$ cat config.mk
export PLATFORM = sky130hd
export DESIGN_NAME = i2c_init_sequencer_flat
export DESIGN_NICKNAME = d
export VERILOG_FILES = /design/src/rtl/i2c_seq_pkg.sv /design/src/rtl/i2c_init_sequencer_if.sv /design/src/rtl/seq_watchdog.sv /design/src/rtl/i2c_init_sequencer.sv /design/src/flat_wrapper.sv
export SDC_FILE = /design/constraint.sdc
export NUM_CORES = 1
export LEC_CHECK = 0
export ABC_AREA = 1
export CAP_MARGIN = 10
export CORE_AREA = 2 2 86 88
export CTS_CLUSTER_SIZE = 30
export DETAILED_ROUTE_END_ITERATION = 7
export DIE_AREA = 0 0 88 90
export PLACE_DENSITY = 0.82
export SYNTH_ARGS = -nofsm -noshare
export SYNTH_HDL_FRONTEND = slang
export SYNTH_SLANG_ARGS = --single-unit
$ cat constraint.sdc
create_clock -name clk -period 4.35 [get_ports clk]
set_clock_uncertainty 0.05 [all_clocks]
set_input_delay 1.305 -clock clk [delete_from_list [all_inputs] [get_ports clk]]
set_output_delay 1.305 -clock clk [all_outputs]
set_load 0.1 [all_outputs]
$ cat src/rtl/i2c_seq_pkg.sv
// Shared types and ROM header field layout for the I2C init sequencer.
package i2c_seq_pkg;

   // Sequencer FSM states
   typedef enum logic [3:0] {
      S_IDLE,
      S_HDR_WAIT,
      S_HDR,
      S_REG_WAIT,
      S_REG,
      S_LOAD_WAIT,
      S_LOAD,
      S_START,
      S_ACCEPT,
      S_RUN,
      S_FAIL,
      S_NEXT,
      S_DONE,
      S_ERROR
   } seqState_t;

   // Header byte: low nibble is the data byte count, high nibble is reserved.
   localparam int N_MSB    = 3;
   localparam int RSVD_MSB = 7;
   localparam int RSVD_LSB = 4;

   // A data byte count of zero terminates the table.
   localparam logic [N_MSB:0] END_OF_TABLE = '0;

   function automatic logic [N_MSB:0] hdrCount(input logic [7:0] hdr);
      return hdr[N_MSB:0];
   endfunction

   function automatic logic [RSVD_MSB-RSVD_LSB:0] hdrReserved(input logic [7:0] hdr);
      return hdr[RSVD_MSB:RSVD_LSB];
   endfunction

endpackage

$ cat src/rtl/i2c_init_sequencer_if.sv
// Bundle between the init sequencer and the multi-byte I2C write engine.
interface i2c_init_sequencer_if;

   logic [6:0] wr_dev_address;
   logic [7:0] wr_reg_address;
   logic [3:0] wr_byte_width;
   logic       wr_start;
   logic       wr_idle;
   logic       wr_failure;
   logic [7:0] fifo_data;
   logic       fifo_wr_en;
   logic       fifo_full;
   logic       fifo_ext_reset;

   // Sequencer side
   modport master (
      output wr_dev_address, wr_reg_address, wr_byte_width, wr_start,
             fifo_data, fifo_wr_en, fifo_ext_reset,
      input  wr_idle, wr_failure, fifo_full
   );

   // Engine side
   modport slave (
      input  wr_dev_address, wr_reg_address, wr_byte_width, wr_start,
             fifo_data, fifo_wr_en, fifo_ext_reset,
      output wr_idle, wr_failure, fifo_full
   );

endinterface

$ cat src/rtl/seq_watchdog.sv
// Loadable saturating cycle counter with an expiry flag for transaction timeouts.
// o_expired rises in the cycle whose closing edge brings the count up to LIMIT.
module seq_watchdog #(
   parameter  int LIMIT = 100000,
   localparam int W     = $clog2(LIMIT + 1)
) (
   input  logic         clk,
   input  logic         reset,
   input  logic         i_clear,
   input  logic         i_load,
   input  logic [W-1:0] i_loadValue,
   input  logic         i_enable,
   output logic         o_expired
);

   logic [W-1:0] r_count;

   // Count enabled cycles, stopping at LIMIT so the flag stays asserted
   always_ff @(posedge clk) begin
      if (reset || i_clear) begin
         r_count <= '0;
      end else if (i_load) begin
         r_count <= i_loadValue;
      end else if (i_enable && (r_count != W'(LIMIT))) begin
         r_count <= r_count + W'(1);
      end
   end

   assign o_expired = (r_count >= W'(LIMIT - 1));

endmodule

$ cat src/rtl/i2c_init_sequencer.sv
// Walks a ROM table of register writes and drives the I2C write engine for each entry.
module i2c_init_sequencer
   import i2c_seq_pkg::*;
#(
   parameter logic [6:0] DEV_ADDR     = 7'h29,
   parameter int         ROM_AW       = 8,
   parameter int         MAX_RETRIES  = 3,
   parameter int         WAIT_TIMEOUT = 100000
) (
   input  logic              clk,
   input  logic              reset,
   input  logic              i_go,
   output logic [ROM_AW-1:0] o_romAddr,
   input  logic [7:0]        i_romData,
   output logic              o_busy,
   output logic              o_initDone,
   output logic              o_initError,
   output logic [7:0]        o_entryIndex,
   i2c_init_sequencer_if.master bus
);

   localparam int WD_W    = $clog2(WAIT_TIMEOUT + 1);
   localparam int RETRY_W = (MAX_RETRIES < 1) ? 1 : $clog2(MAX_RETRIES + 1);
   localparam logic [ROM_AW-1:0] ADDR_MAX = {ROM_AW{1'b1}};

   seqState_t           r_state, w_nextState;
   logic [ROM_AW-1:0]   r_romAddr, w_romAddr;
   logic [ROM_AW-1:0]   r_entryStart, w_entryStart;
   logic [7:0]          r_regAddr, w_regAddr;
   logic [3:0]          r_byteWidth, w_byteWidth;
   logic [3:0]          r_numBytes, w_numBytes;
   logic [3:0]          r_byteCnt, w_byteCnt;
   logic [RETRY_W-1:0]  r_retryCnt, w_retryCnt;
   logic                r_failFlag, w_failFlag;
   logic [7:0]          r_entryIndex, w_entryIndex;
   logic                r_busy, w_busy;
   logic                r_initDone, w_initDone;
   logic                r_initError, w_initError;

   logic                w_wrStart;
   logic                w_fifoWrEn;
   logic                w_extReset;
   logic                w_wdLoad;
   logic                w_wdEnable;
   logic                w_wdClear;
   logic                w_wdExpired;

   seq_watchdog #(
      .LIMIT(WAIT_TIMEOUT)
   ) u_watchdog (
      .clk        (clk),
      .reset      (reset),
      .i_clear    (w_wdClear),
      .i_load     (w_wdLoad),
      .i_loadValue(WD_W'(1)),
      .i_enable   (w_wdEnable),
      .o_expired  (w_wdExpired)
   );

   // State and datapath registers; reset aborts any sequence in flight
   always_ff @(posedge clk) begin
      if (reset) begin
         r_state      <= S_IDLE;
         r_romAddr    <= '0;
         r_entryStart <= '0;
         r_regAddr    <= '0;
         r_byteWidth  <= '0;
         r_numBytes   <= '0;
         r_byteCnt    <= '0;
         r_retryCnt   <= '0;
         r_failFlag   <= 1'b0;
         r_entryIndex <= '0;
         r_busy       <= 1'b0;
         r_initDone   <= 1'b0;
         r_initError  <= 1'b0;
      end else begin
         r_state      <= w_nextState;
         r_romAddr    <= w_romAddr;
         r_entryStart <= w_entryStart;
         r_regAddr    <= w_regAddr;
         r_byteWidth  <= w_byteWidth;
         r_numBytes   <= w_numBytes;
         r_byteCnt    <= w_byteCnt;
         r_retryCnt   <= w_retryCnt;
         r_failFlag   <= w_failFlag;
         r_entryIndex <= w_entryIndex;
         r_busy       <= w_busy;
         r_initDone   <= w_initDone;
         r_initError  <= w_initError;
      end
   end

   // Next-state and strobe decode; a ROM address wrap before the terminator is a malformed table
   always_comb begin
      w_nextState  = r_state;
      w_romAddr    = r_romAddr;
      w_entryStart = r_entryStart;
      w_regAddr    = r_regAddr;
      w_byteWidth  = r_byteWidth;
      w_numBytes   = r_numBytes;
      w_byteCnt    = r_byteCnt;
      w_retryCnt   = r_retryCnt;
      w_failFlag   = r_failFlag;
      w_entryIndex = r_entryIndex;
      w_busy       = r_busy;
      w_initDone   = r_initDone;
      w_initError  = r_initError;
      w_wrStart    = 1'b0;
      w_fifoWrEn   = 1'b0;
      w_extReset   = 1'b0;
      w_wdLoad     = 1'b0;
      w_wdEnable   = 1'b0;

      case (r_state)
         S_IDLE: begin
            if (i_go) begin
               w_initDone   = 1'b0;
               w_initError  = 1'b0;
               w_entryIndex = '0;
               w_romAddr    = '0;
               w_retryCnt   = '0;
               w_busy       = 1'b1;
               w_nextState  = S_HDR_WAIT;
            end
         end
         S_HDR_WAIT: w_nextState = S_HDR;
         S_HDR: begin
            w_entryStart = r_romAddr;
            w_numBytes   = hdrCount(i_romData);
            if (hdrReserved(i_romData) != '0) begin
               w_nextState = S_ERROR;
            end else if (hdrCount(i_romData) == END_OF_TABLE) begin
               w_nextState = S_DONE;
            end else if (r_romAddr == ADDR_MAX) begin
               w_nextState = S_ERROR;
            end else begin
               w_romAddr   = r_romAddr + 1'b1;
               w_nextState = S_REG_WAIT;
            end
         end
         S_REG_WAIT: w_nextState = S_REG;
         S_REG: begin
            w_regAddr   = i_romData;
            w_byteWidth = r_numBytes;
            w_byteCnt   = r_numBytes;
            if (r_romAddr == ADDR_MAX) begin
               w_nextState = S_ERROR;
            end else begin
               w_romAddr   = r_romAddr + 1'b1;
               w_nextState = S_LOAD_WAIT;
            end
         end
         S_LOAD_WAIT: w_nextState = S_LOAD;
         S_LOAD: begin
            if (r_romAddr == ADDR_MAX) begin
               w_nextState = S_ERROR;
            end else if (!bus.fifo_full) begin
               w_fifoWrEn  = 1'b1;
               w_romAddr   = r_romAddr + 1'b1;
               w_byteCnt   = r_byteCnt - 4'd1;
               w_nextState = (r_byteCnt == 4'd1) ? S_START : S_LOAD_WAIT;
            end
         end
         S_START: begin
            w_wrStart   = 1'b1;
            w_wdLoad    = 1'b1;
            w_failFlag  = bus.wr_failure;
            w_nextState = S_ACCEPT;
         end
         S_ACCEPT: begin
            w_wdEnable = 1'b1;
            w_failFlag = r_failFlag | bus.wr_failure;
            if (!bus.wr_idle) begin
               w_nextState = S_RUN;
            end else if (w_wdExpired) begin
               w_nextState = S_FAIL;
            end
         end
         S_RUN: begin
            w_wdEnable = 1'b1;
            w_failFlag = r_failFlag | bus.wr_failure;
            if (bus.wr_idle) begin
               w_nextState = (r_failFlag || bus.wr_failure) ? S_FAIL : S_NEXT;
            end else if (w_wdExpired) begin
               w_nextState = S_FAIL;
            end
         end
         S_FAIL: begin
            w_extReset = 1'b1;
            if (r_retryCnt < RETRY_W'(MAX_RETRIES)) begin
               w_retryCnt  = r_retryCnt + RETRY_W'(1);
               w_romAddr   = r_entryStart;
               w_nextState = S_HDR_WAIT;
            end else begin
               w_nextState = S_ERROR;
            end
         end
         S_NEXT: begin
            w_retryCnt = '0;
            if (r_entryIndex != 8'hFF) begin
               w_entryIndex = r_entryIndex + 8'd1;
            end
            w_nextState = S_HDR_WAIT;
         end
         S_DONE: begin
            w_initDone  = 1'b1;
            w_busy      = 1'b0;
            w_nextState = S_IDLE;
         end
         S_ERROR: begin
            w_initError = 1'b1;
            w_busy      = 1'b0;
            w_nextState = S_IDLE;
         end
         default: w_nextState = S_IDLE;
      endcase
   end

   assign w_wdClear = (r_state != S_START) && (r_state != S_ACCEPT) && (r_state != S_RUN);

   assign bus.wr_dev_address = DEV_ADDR;
   assign bus.wr_reg_address = r_regAddr;
   assign bus.wr_byte_width  = r_byteWidth;
   assign bus.wr_start       = w_wrStart;
   assign bus.fifo_wr_en     = w_fifoWrEn;
   assign bus.fifo_data      = w_fifoWrEn ? i_romData : 8'h00;
   assign bus.fifo_ext_reset = w_extReset;

   assign o_romAddr    = r_romAddr;
   assign o_busy       = r_busy;
   assign o_initDone   = r_initDone;
   assign o_initError  = r_initError;
   assign o_entryIndex = r_entryIndex;

endmodule

$ cat src/flat_wrapper.sv
// flat-port wrapper written by rule: the top's interface ports become plain ports
module i2c_init_sequencer_flat import i2c_seq_pkg::*;
#(
   parameter logic [6:0] DEV_ADDR     = 7'h29,
   parameter int         ROM_AW       = 8,
   parameter int         MAX_RETRIES  = 3,
   parameter int         WAIT_TIMEOUT = 100000
)
  (clk, reset, i_go, o_romAddr, i_romData, o_busy, o_initDone, o_initError, o_entryIndex, bus_wr_dev_address, bus_wr_reg_address, bus_wr_byte_width, bus_wr_start, bus_fifo_data, bus_fifo_wr_en, bus_fifo_ext_reset, bus_wr_idle, bus_wr_failure, bus_fifo_full);
  i2c_init_sequencer_if bus_i ();
  input  logic clk;
  input  logic reset;
  input  logic i_go;
  output logic [ROM_AW-1:0] o_romAddr;
  input  logic [7:0] i_romData;
  output logic o_busy;
  output logic o_initDone;
  output logic o_initError;
  output logic [7:0] o_entryIndex;
  output wire logic [$bits(bus_i.wr_dev_address)-1:0] bus_wr_dev_address;
  output wire logic [$bits(bus_i.wr_reg_address)-1:0] bus_wr_reg_address;
  output wire logic [$bits(bus_i.wr_byte_width)-1:0] bus_wr_byte_width;
  output wire logic [$bits(bus_i.wr_start)-1:0] bus_wr_start;
  output wire logic [$bits(bus_i.fifo_data)-1:0] bus_fifo_data;
  output wire logic [$bits(bus_i.fifo_wr_en)-1:0] bus_fifo_wr_en;
  output wire logic [$bits(bus_i.fifo_ext_reset)-1:0] bus_fifo_ext_reset;
  input wire logic [$bits(bus_i.wr_idle)-1:0] bus_wr_idle;
  input wire logic [$bits(bus_i.wr_failure)-1:0] bus_wr_failure;
  input wire logic [$bits(bus_i.fifo_full)-1:0] bus_fifo_full;
  assign bus_wr_dev_address = bus_i.wr_dev_address;
  assign bus_wr_reg_address = bus_i.wr_reg_address;
  assign bus_wr_byte_width = bus_i.wr_byte_width;
  assign bus_wr_start = bus_i.wr_start;
  assign bus_fifo_data = bus_i.fifo_data;
  assign bus_fifo_wr_en = bus_i.fifo_wr_en;
  assign bus_fifo_ext_reset = bus_i.fifo_ext_reset;
  assign bus_i.wr_idle = bus_wr_idle;
  assign bus_i.wr_failure = bus_wr_failure;
  assign bus_i.fifo_full = bus_fifo_full;
  i2c_init_sequencer #(.DEV_ADDR(DEV_ADDR), .ROM_AW(ROM_AW), .MAX_RETRIES(MAX_RETRIES), .WAIT_TIMEOUT(WAIT_TIMEOUT)) u_core (.clk(clk), .reset(reset), .i_go(i_go), .o_romAddr(o_romAddr), .i_romData(i_romData), .o_busy(o_busy), .o_initDone(o_initDone), .o_initError(o_initError), .o_entryIndex(o_entryIndex), .bus(bus_i));
endmodule
# Word level (Yosys, flattened, before mapping)
# Cells that the tools add are included.
# totals
ff_bits	71
input_bits	14
output_inout_bits	49
elab_cells	124
# op_classes
add_sub_neg	5
magnitude_cmp	2
n_eq_ne	28
muxes	45
bitwise_logic	1
n_reduce_logical	28
# op_table
op	n
2-to-1 mux 8 bit	9
2-to-1 mux 4 bit	13
one-hot mux 4 bit (12 select lines)	1
one-hot mux 8 bit (5 select lines)	1
equality test 4 bit, second input constant	6
adder 17 x 1 -> 17 bit, second input constant	1
greater-or-equal comparator 17 bit, second input constant	1
!= test 17 bit, second input constant	1
adder 8 x 1 -> 8 bit, second input constant	2
equality test 4 x 3 -> 1 bit, second input constant	4
one-hot mux 8 bit (2 select lines)	1
nonzero test 2 bit	7
2-to-1 mux 1 bit	11
!= test 2 bit, second input constant	5
AND reduction 3 bit	3
equality test 4 x 1 -> 1 bit, second input constant	2
equality test 4 x 2 -> 1 bit, second input constant	2
equality test 8 bit, second input constant	1
logical NOT 4 bit	2
!= test 4 bit, second input constant	2
!= test 8 bit, second input constant	1
one-hot mux 1 bit (2 select lines)	4
one-hot mux 4 bit (2 select lines)	1
AND reduction 2 bit	4
other kinds (16)	24

# Longest topological paths before layout
# Gate-level depths: netlist (run 1).
# logic_depth
ltp_word	6
ltp_mapped	12
mapped_depth_nobuf	12

# Cells and area by module
# From an unflattened synthesis (run 1), not the netlist that was laid out.
# hier_totals
hier_cells	665
area_unflattened_um2	4250.3
# by_module_without_submodules
module	n_inst	cells_per_inst	area_each_um2	seq_area_each_um2
i2c_init_sequencer	1	434	2885.3	1081.0
seq_watchdog	1	231	1365.1	340.3

# Worst setup path after synthesis (run 1)
# OpenSTA, ideal clock, no wires.
# synth_timing
kind	reg2out
start	register u_core.r_romAddr[0] (netlist: u_core.o_romAddr[0])
end	output bus_fifo_data[0]
arrival_ps	4321
t_required_ps	2995
slack_ps	-1326
path_stages_with_launch	9
path_buffers	0
cell_sequence	dfxtp_1 > ha_1 > nand2_1 > nor2_1 > nand4_2 > clkinv_1 > nor3_2 > inv_2 > nor2_1
# synth_via
elab_chain_cells	4
# synth_rtl
item	line_no	rtl
start, declared	i2c_init_sequencer.sv:27	logic [ROM_AW-1:0] r_romAddr, w_romAddr;
start signal, assigned	i2c_init_sequencer.sv:78	r_romAddr <= w_romAddr;
equality test 8 bit	i2c_init_sequencer.sv:155	if (r_romAddr == ADDR_MAX) begin
2-to-1 mux 1 bit	i2c_init_sequencer.sv:155	
2-to-1 mux 1 bit	i2c_init_sequencer.sv:114	case (r_state)
net bus_fifo_wr_en	flat_wrapper.sv:25	output wire logic [$bits(bus_i.fifo_wr_en)-1:0] bus_fifo_wr_en;
2-to-1 mux 8 bit	i2c_init_sequencer.sv:226	assign bus.fifo_data = w_fifoWrEn ? i_romData : 8'h00;
end, declared	flat_wrapper.sv:24	output wire logic [$bits(bus_i.fifo_data)-1:0] bus_fifo_data;
# The timed path passes the listed nets, and every way through them passes these cells.

# Worst setup path in the final report (run 1)
# layout_timing
start	input bus_fifo_full
end	output bus_fifo_data[0]
# layout_via
elab_chain_cells	4
# layout_rtl
item	line_no	rtl
start, declared	flat_wrapper.sv:29	input wire logic [$bits(bus_i.fifo_full)-1:0] bus_fifo_full;
2-to-1 mux 1 bit	i2c_init_sequencer.sv:157	end else if (!bus.fifo_full) begin
2-to-1 mux 1 bit	i2c_init_sequencer.sv:155	
2-to-1 mux 1 bit	i2c_init_sequencer.sv:114	
2-to-1 mux 8 bit	i2c_init_sequencer.sv:226	
# No other way between the ends.

==> impl_results.md, run 1 <==
- Ys flop type: dfxtp_1
- Worst Path Buf+Inv: 3
- CP delay by family, top: buffers and inverters
- Maximum vdd drop: 0.356 mV
- CTS sink cnt: around 70
- Syn Std Cell Area: 3780 um2
- Initial drt markers: approximately 260
- Metal-1 WL: slightly above 4000 um
- Wire per inst: approximately 13 um
- Clk buf depth: 2
- Critical path class: in2out
- Pwr/cell area: 521 nW/um2
- Filler cells: approximately 600
- Num ports: 63
- RSZ-0062 raised after global routing: no
- Final core occ: roughly two thirds
- Post-synth EDFFs: 0
- Die extent in x: about 88 um
- Final setup fails: 0
- Most numerous cell in the Yosys netlist: nand2_1
- Asr flop ratio synth: 0%
- Synth top area share: a little under two fifths
- Largest net degree at the start of global routing: 37
- R2R setup slack: between 2 and 2.5 ns
- List of most frequent post-synthesis cells: 96 x nand2_1, 71 x dfxtp_1, 71 x nor2_1
- CP Launch Type: input pin
- Met3 WL post-DR: 681 um
- Gpl congestion: about 0.90
- IO Port Bufs: 55
- DRC Markers: 0
- CTS Buf Count: 9
- Status: completed
- Final period utilization: roughly nine tenths
- Cell leakage power: about 1.9 nW
- CTS tree: built
- GRT Residual Overflow: 0
- Post_cts resized: 0
- Post-Route WL: between 9000 and 10000 um
- Drt pass-1 iters: 5
- Global-route wire length before repair: 15900 um
- Critical Path Fanout Max: 8
- Worst-skew pair later-pin latency: 0.34 ns
- Final Critical Period: between 3 and 4 ns
- CTS clk-pin slew, worst paths: ~0.080 ns
- Hold Path Class: reg2reg
- Fin nets: 620
- Share of layout cells above drive strength 1: around an eighth
- Post-synthesis cell count: ~550
- Ys Warns: 0
- Root buf cell: clkbuf_8
- Top layer in use: met4
- Slowest cell delay on critical path: 0.53 ns
- Die area: 7920 um2
- Syn Area/Cell: between 6 and 7 um2
- Final hold vios: 0
- Vias in the first global route: between 3k and 4k
- Netlist cell types: 45
- Crit path arrival time: around 2.6 ns
- Initial Util: a little over half
- Post-CTS Hold Fix Bufs: 0
- Sequential area share after synthesis: ~38%
- Routed vias: around 3.8k
- Fin Setup TNS: 0 ns
- Core Rows: 31
- Post-CTS Setup Bufs: 0
- Flops & latches, synth: 71
- Drt via density: ~5.4
- Die height: about 90 um
- Final slew viol count: 0
- Max_slew headroom: between 30% and 40%
- Worst-Margin Slew: 0.993 ns
- Antenna Nets Post-Route: 0
- Area leader, netlist: dfxtp_1
- Post-detail-place hpwl: between 6000 and 7000 um
- Core Area: 7020 um2
- Critical Path RT: 2.99 ns
- Max-cap viol count: 0
- Max Freq: roughly 0.25 GHz
- Area contributors post-synth: dfxtp_1 38%, nand2_1 9.5%, nor2_1 7.0%, o21ai_0 6.6%, a21oi_1 6.5%
- WHS: 0.417 ns
- Antenna diodes: 0
- CP max-delay cell: clkdlybuf4s50_1
- Area grow syn2layout: 25.7%
- CTS H-tree lvls: 3
- Critical-path cell list: clkdlybuf4s50_1 -> nor3_4 -> inv_4 -> nor2_4 -> buf_12
- Antenna violations before repair: 0
- Crit end category: primary output
- Routed wl met2: ~4300 um
- GRT Resource Usage Total: between 20% and 30%
-- worst paths after layout --
path / from / to / cells past startpoint
max reg2reg: u_core.u_watchdog.r_count[11]$_SDFFE_PP0P_ / u_core.u_watchdog.r_count[3]$_SDFFE_PP0P_ / 9
max: bus_fifo_full / bus_fifo_data[0] / 5
min: u_core.o_initError$_SDFFE_PP0P_ / u_core.o_initError$_SDFFE_PP0P_ / 2
min reg2reg: u_core.o_initError$_SDFFE_PP0P_ / u_core.o_initError$_SDFFE_PP0P_ / 2
-- state kept, by name (all words and copies together), names as in the netlist, 2 cells and up --
name / count
u_core.r_entryStart: 8
u_core.o_romAddr: 8
u_core.bus.wr_reg_address: 8
u_core.r_byteCnt: 4
u_core.u_watchdog.r_count: 17
u_core.o_entryIndex: 8
u_core.bus.wr_byte_width: 4
u_core.r_state: 4
u_core.r_retryCnt: 2
u_core.r_numBytes: 4
-- logic make-up after synthesis --
logic type,synth area share (%)
and+or+nand+nor,29.1
other,0.198
DFF,37.6
xor gates and xnor gates,3.01
AOI/OAI and AO/OA,18.1
adders and majority gates,2.31
buffers and inverters,9.72
-- stage by stage --
| step | cell area [um2] | std cells | setup slack, ns | power, mW |
|---|---|---|---|---|
| 5_1_grt | 4760 | 703 | 0.323 | 2.61 |
| 6_report | 4760 | 703 | 0.388 | 2.48 |
| 2_1_floorplan | 3880 | 551 | 0.00490 | 1.69 |
| 3_3_place_gp | 4550 | 687 | 0.440 | 1.90 |
| 4_1_cts | 4760 | 703 | 0.387 | 2.48 |
| 3_5_place_dp | 4550 | 687 | 0.399 | 1.92 |
-- metal layers --
metal	track usage, %	up-vias
li1	-	1891
met1	31.3	1748
met2	39.3	159
met3	5.60	20
met4	9.62	0
met5	0	-
-- cell usage in the layout (no fill, tap or decap), drive strengths merged, types with 4 or more instances in the layout --
cell type      netlist  final
xor2                 9      9
o21ai               59     59
inv                 64     64
nand3               23     23
a31oi                4      4
dfxtp               71     71
nor2                79     79
clkbuf               6     13
xnor2                4      4
nand2              105    105
nor3                14     14
ha                   7      7
clkdlybuf4s50        0     44
a21oi               51     51
conb                 2      7
buf                 14     13
nand4               12     12
clkinv               4      6
-- cell type report --
class | count | area, um2 | share of cell area (%)
Tap cell | 99 | 124 | 2.60
Multi-Input combinational cell | 392 | 2080 | 43.8
Sequential cell | 71 | 1430 | 30.0
Clock buffer | 13 | 169 | 3.55
Clock inverter | 3 | 40.0 | 0.842
Timing Repair Buffer | 57 | 651 | 13.7
Inverter | 68 | 263 | 5.52
-- worst reg2reg max path, cell delays in order (launching register included) --
cell	delay (ns)
dfxtp_1	0.36
nor2_1	0.12
nand2_1	0.10
nor2_1	0.18
nand3_1	0.11
nand2_1	0.58
inv_1	0.39
nand2_1	0.15
nand2_1	0.06
a21oi_1	0.13
-- power breakdown --
| group | internal, mW | total, mW | switching, mW |
|---|---|---|---|
| Combinational | 0.272 | 1.09 | 0.817 |
| Sequential | 0.752 | 0.834 | 0.0818 |
| Clock | 0.311 | 0.554 | 0.243 |
| Total | 1.33 | 2.48 | 1.14 |
Note: power is estimated with default switching activity, not from simulation.
==> run 2, diff against run 1 <==
Settings changed: CTS_BUF_LIST set to sky130_fd_sc_hd__clkbuf_8.
==> impl_results.md, run 2 (synthesized netlist as in run 1, its figures left out) <==
- CP Launch Type: input pin
- Post-CTS Hold Fix Bufs: 0
- Antenna Nets Post-Route: 0
- Antenna violations before repair: 0
- DRC Markers: 0
- R2R Path Start: u_core.u_watchdog.r_count[11]$_SDFFE_PP0P_
- Critical Path RT: 2.99 ns
- Area grow syn2layout: 25.7%
- Initial drt markers: ~250
- R2R depth: 9
- Clk buf depth: 2
- Crit path arrival time: approximately 2.6 ns
- CTS clk-pin slew, worst paths: ~0.08 ns
- Fin nets: 620
- CTS Buf Count: 9
- Worst Hold Launch: u_core.o_initError$_SDFFE_PP0P_
- Post-CTS Setup Bufs: 0
- Num ports: 63
- Status: completed
- R2R setup slack: around 2.1 ns
- Critical Path Fanout Max: 8
- Fin Setup TNS: 0 ns
- Drt via density: about 5.4
- Most common cell after layout, fill and taps aside: nand2_1
- Share of layout cells above drive strength 1: 12.4%
- Crit end category: primary output
- Post-detail-place hpwl: between 6000 and 7000 um
- Final period utilization: 91.1%
- Hold Path Class: reg2reg
- Met1 Use GR: a little under a third
- Critical Path Start: bus_fifo_full
- Die area: slightly below 8000 um2
- Core Rows: 31
- GRT Resource Usage Total: 24.4%
- Post_cts resized: 0
- CTS tree: built
- Cell leakage power: roughly 1.9 nW
- Antenna diodes: 0
- Largest net degree at the start of global routing: 37
- Max-cap viol count: 0
- Post-Route WL: ~9000 um
- Final core occ: 67.7%
- RSZ-0062 raised after global routing: no
- Worst-Margin Slew: ~0.99 ns
- Die extent in x: ~90 um
- Met2 Usage GRT: roughly two fifths
- CTS sink cnt: approximately 70
- Gpl congestion: 0.903
- Final worst-path setup slack: approximately 0.39 ns
- IO Port Bufs: 55
- Final slew viol count: 0
- Max_slew headroom: 33.6%
- Pwr/cell area: around 520 nW/um2
- Final Critical Period: roughly 4.0 ns
- Dpl ws: about 0.4 ns
- CTS H-tree lvls: 3
- Worst Setup EP: bus_fifo_data[0]
- Final setup fails: 0
- Worst-skew pair later-pin latency: between 0.3 and 0.4 ns
- Die height: ~90 um
- Vias in the first global route: approximately 3.6k
- Max Freq: ~0.25 GHz
- Root buf cell: clkbuf_8
- R2r endpoint: u_core.u_watchdog.r_count[3]$_SDFFE_PP0P_
- Max FFs per register: 17
- DP Cell Count: roughly 700
- Top reg by flops: u_core.u_watchdog.r_count
- Routed vias: 3827
- GRT Residual Overflow: 0
- Drt pass-1 iters: 5
- Maximum vdd drop: 0.356 mV
- Wire per inst: around 13 um
- Critical path class: in2out
- Initial Util: a little over half
- Core Area: roughly 7000 um2
- Most frequent cells in the layout: 96 x nand2_1, 65 x dfxtp_1, 63 x nor2_1
- Met3 Track Usage GR: 5.60%
- Global-route wire length before repair: 15900 um
- Filler cells: about 610
- Finished Layout Cells: approximately 700
- Final hold vios: 0
- Most Used Layer, Global Route: met2
==> run 2: how the worst min path moves through the flow <==
stage                                          endpoint  slack (ns)  cells after the start
2_1_floorplan  u_core.bus.wr_byte_width[2]$_SDFFE_PP0P_        0.39                      2
3_3_place_gp            u_core.o_initError$_SDFFE_PP0P_        0.40                      2
3_5_place_dp            u_core.o_initError$_SDFFE_PP0P_        0.41                      2
4_1_cts                 u_core.o_initError$_SDFFE_PP0P_        0.42                      2
5_1_grt                 u_core.o_initError$_SDFFE_PP0P_        0.44                      2
6_report                u_core.o_initError$_SDFFE_PP0P_        0.42                      2
==> run 2: final cells by class <==
type / count / area (um2) / area share (%)
multi-input cells: 392 / 2080 / 43.8
flip-flops and latches: 71 / 1430 / 30.0
repair buffers: 57 / 651 / 13.7
inverters: 68 / 263 / 5.52
clock buffers: 12 / 165 / 3.47
well taps: 99 / 124 / 2.60
clock inverters: 4 / 43.8 / 0.921
==> run 2: metrics by stage <==
stage	power [mW]	hold WS (ns)	area, um2
6_report	2.48	0.417	4760
5_1_grt	2.61	0.439	4760
4_1_cts	2.47	0.419	4760
3_5_place_dp	1.92	0.407	4550
3_3_place_gp	1.90	0.403	4550
2_1_floorplan	1.69	0.386	3880
==> run 2: power by group <==
part	total, mW	leakage, nW	internal, mW	switching, mW
sequential	0.834	0.578	0.752	0.0819
combinational	1.09	1.16	0.272	0.817
clock	0.552	0.114	0.308	0.244
==> run 2: critical path, stage by stage <==
cell             delay (ns)
clkdlybuf4s50_1        0.53
nor3_4                 0.28
inv_4                  0.16
nor2_4                 0.15
buf_12                 0.18
==> run 2: per-layer routing <==
metal,wire [um],vias up
li1,-,1892
met3,673,20
met5,0,-
met4,172,0
met2,4290,158
met1,4130,1757
==> run 3, diff against run 2 <==
==> constraint.sdc (replaced) <==
create_clock -name clk -period 4.35 [get_ports clk]
set_clock_uncertainty 0.05 [all_clocks]
set_input_delay 0.87 -clock clk [delete_from_list [all_inputs] [get_ports clk]]
set_output_delay 0.87 -clock clk [all_outputs]
set_load 0.1 [all_outputs]
==> impl_results.md, run 3 (synthesized netlist as in run 1, its figures left out) <==
- Crit end category: primary output
- Post-detail-place hpwl: ~6400 um
- Critical path class: reg2out
- CTS sink cnt: 71
- Worst-Margin Slew: 0.990 ns
- Num ports: between 60 and 70
- GRT Residual Overflow: 0
- Final core occ: between 60 and 70%
- IO Port Bufs: 55
- CTS clk-pin slew, worst paths: ~0.08 ns
- Max FFs per register: 17
- Initial drt markers: around 220
- Max-cap viol count: 0
- Most common cell after layout, fill and taps aside: nand2_1
- Final setup fails: 0
- Core Rows: 31
- CTS Buf Count: 9
- Post_cts resized: 0
- Status: completed
- Routed vias: between 3k and 4k
- Worst-skew pair later-pin latency: roughly 0.35 ns
- Cell leakage power: roughly 1.8 nW
- Antenna diodes: 0
- Antenna Nets Post-Route: 0
- Fin nets: about 620
- Final period utilization: between 70% and 80%
- Tot Pwr: 2.51 mW
- RSZ-0062 raised after global routing: no
- Routed wl met2: 4090 um
- Wire per inst: about 13 um
- Antenna violations before repair: 0
- Final hold vios: 0
- Core Area: 7020 um2
- CTS tree: built
- Gpl congestion: 0.929
- CP Launch Type: flip-flop
- Area grow syn2layout: 21.6%
- Final slew viol count: 0
- Critical Path RT: about 3.4 ns
- Die area: roughly 7900 um2
- DRC Markers: 0
- Met3 WL post-DR: around 570 um
- Maximum vdd drop: 0.391 mV
- Finished Layout Cells: around 700
- CTS H-tree lvls: 3
- Initial Util: 53.9%
- Die extent in x: about 88 um
- Max_slew headroom: about a third
- Metal-1 WL: around 4100 um
- Clk buf depth: 2
- Post-CTS Hold Fix Bufs: 0
- Most frequent cells in the layout: 96 x nand2_1, 71 x dfxtp_1, 63 x nor2_1
- Max Freq: between 0.2 and 0.3 GHz
- Critical Path Fanout Max: 13
- Global-route wire length before repair: around 15000 um
- Post-CTS Setup Bufs: 0
- Vias in the first global route: between 3k and 4k
- Largest net degree at the start of global routing: 37
- Post-Route WL: around 9000 um
- Share of layout cells above drive strength 1: 11.1%
- Final Critical Period: about 3.4 ns
- Seq. cell area: about 1400 um2
- Multi-input gate area: between 2000 and 2500 um2
- Top reg by flops: u_core.u_watchdog.r_count
- GRT Resource Usage Total: 23.6%
- Filler cells: 603
- Die height: approximately 90 um
- DP Cell Count: 686
- Drt pass-1 iters: 5
- WHS: approximately 0.42 ns
- Fin Setup TNS: 0 ns
- Drt via density: ~5.4
- Root buf cell: clkbuf_8
- Crit path arrival time: approximately 2.4 ns
- Pwr/cell area: between 500 and 600 nW/um2
- Top layer in use: met4
- Hold Path Class: reg2reg
[run 3: routing by layer]
layer	vias to the layer above	global-route usage, %
met3	19	4.78
li1	1884	-
met4	0	10.5
met5	-	0
met2	135	36.4
met1	1733	31.5
[run 3: power by group]
part           switching [mW]  internal, mW  leakage, nW
logic                   0.819         0.268         1.13
clock network           0.255         0.336        0.116
registers              0.0801         0.749        0.575
total                    1.15          1.35         1.82
[run 3: final cells by class]
type                    count  area share, %
clock inverters             6           1.82
repair buffers             56           11.6
well taps                  99           2.69
flip-flops and latches     71           30.9
multi-input cells         392           44.3
inverters                  68           5.65
clock buffers              10           2.99
[run 3: worst paths after layout]
kind | slack (ns) | from | cells past startpoint | to
worst max-delay path | 0.99 | u_core.r_state[2]$_SDFFE_PP0P_ | 4 | bus_fifo_ext_reset
worst min-delay path | 0.42 | u_core.r_retryCnt[1]$_SDFFE_PP0P_ | 2 | u_core.r_retryCnt[1]$_SDFFE_PP0P_
worst max register to register | 2.04 | u_core.r_state[3]$_SDFFE_PP0P_ | 10 | u_core.o_romAddr[2]$_SDFFE_PP0P_
worst min register to register | 0.42 | u_core.r_retryCnt[1]$_SDFFE_PP0P_ | 2 | u_core.r_retryCnt[1]$_SDFFE_PP0P_
[run 3: through the flow]
stage	worst slack, ns	cell area [um2]
6_report	0.991	4600
5_1_grt	0.929	4600
4_1_cts	0.999	4600
3_5_place_dp	1.25	4380
3_3_place_gp	1.30	4380
2_1_floorplan	-0.0581	3830
[run 3: critical path: stages, from the launching register on]
cell and delay [ns]:
dfxtp_1 0.37, inv_2 0.11, nand2_2 0.09, nor2_4 0.31
clkdlybuf4s50_1 1.20
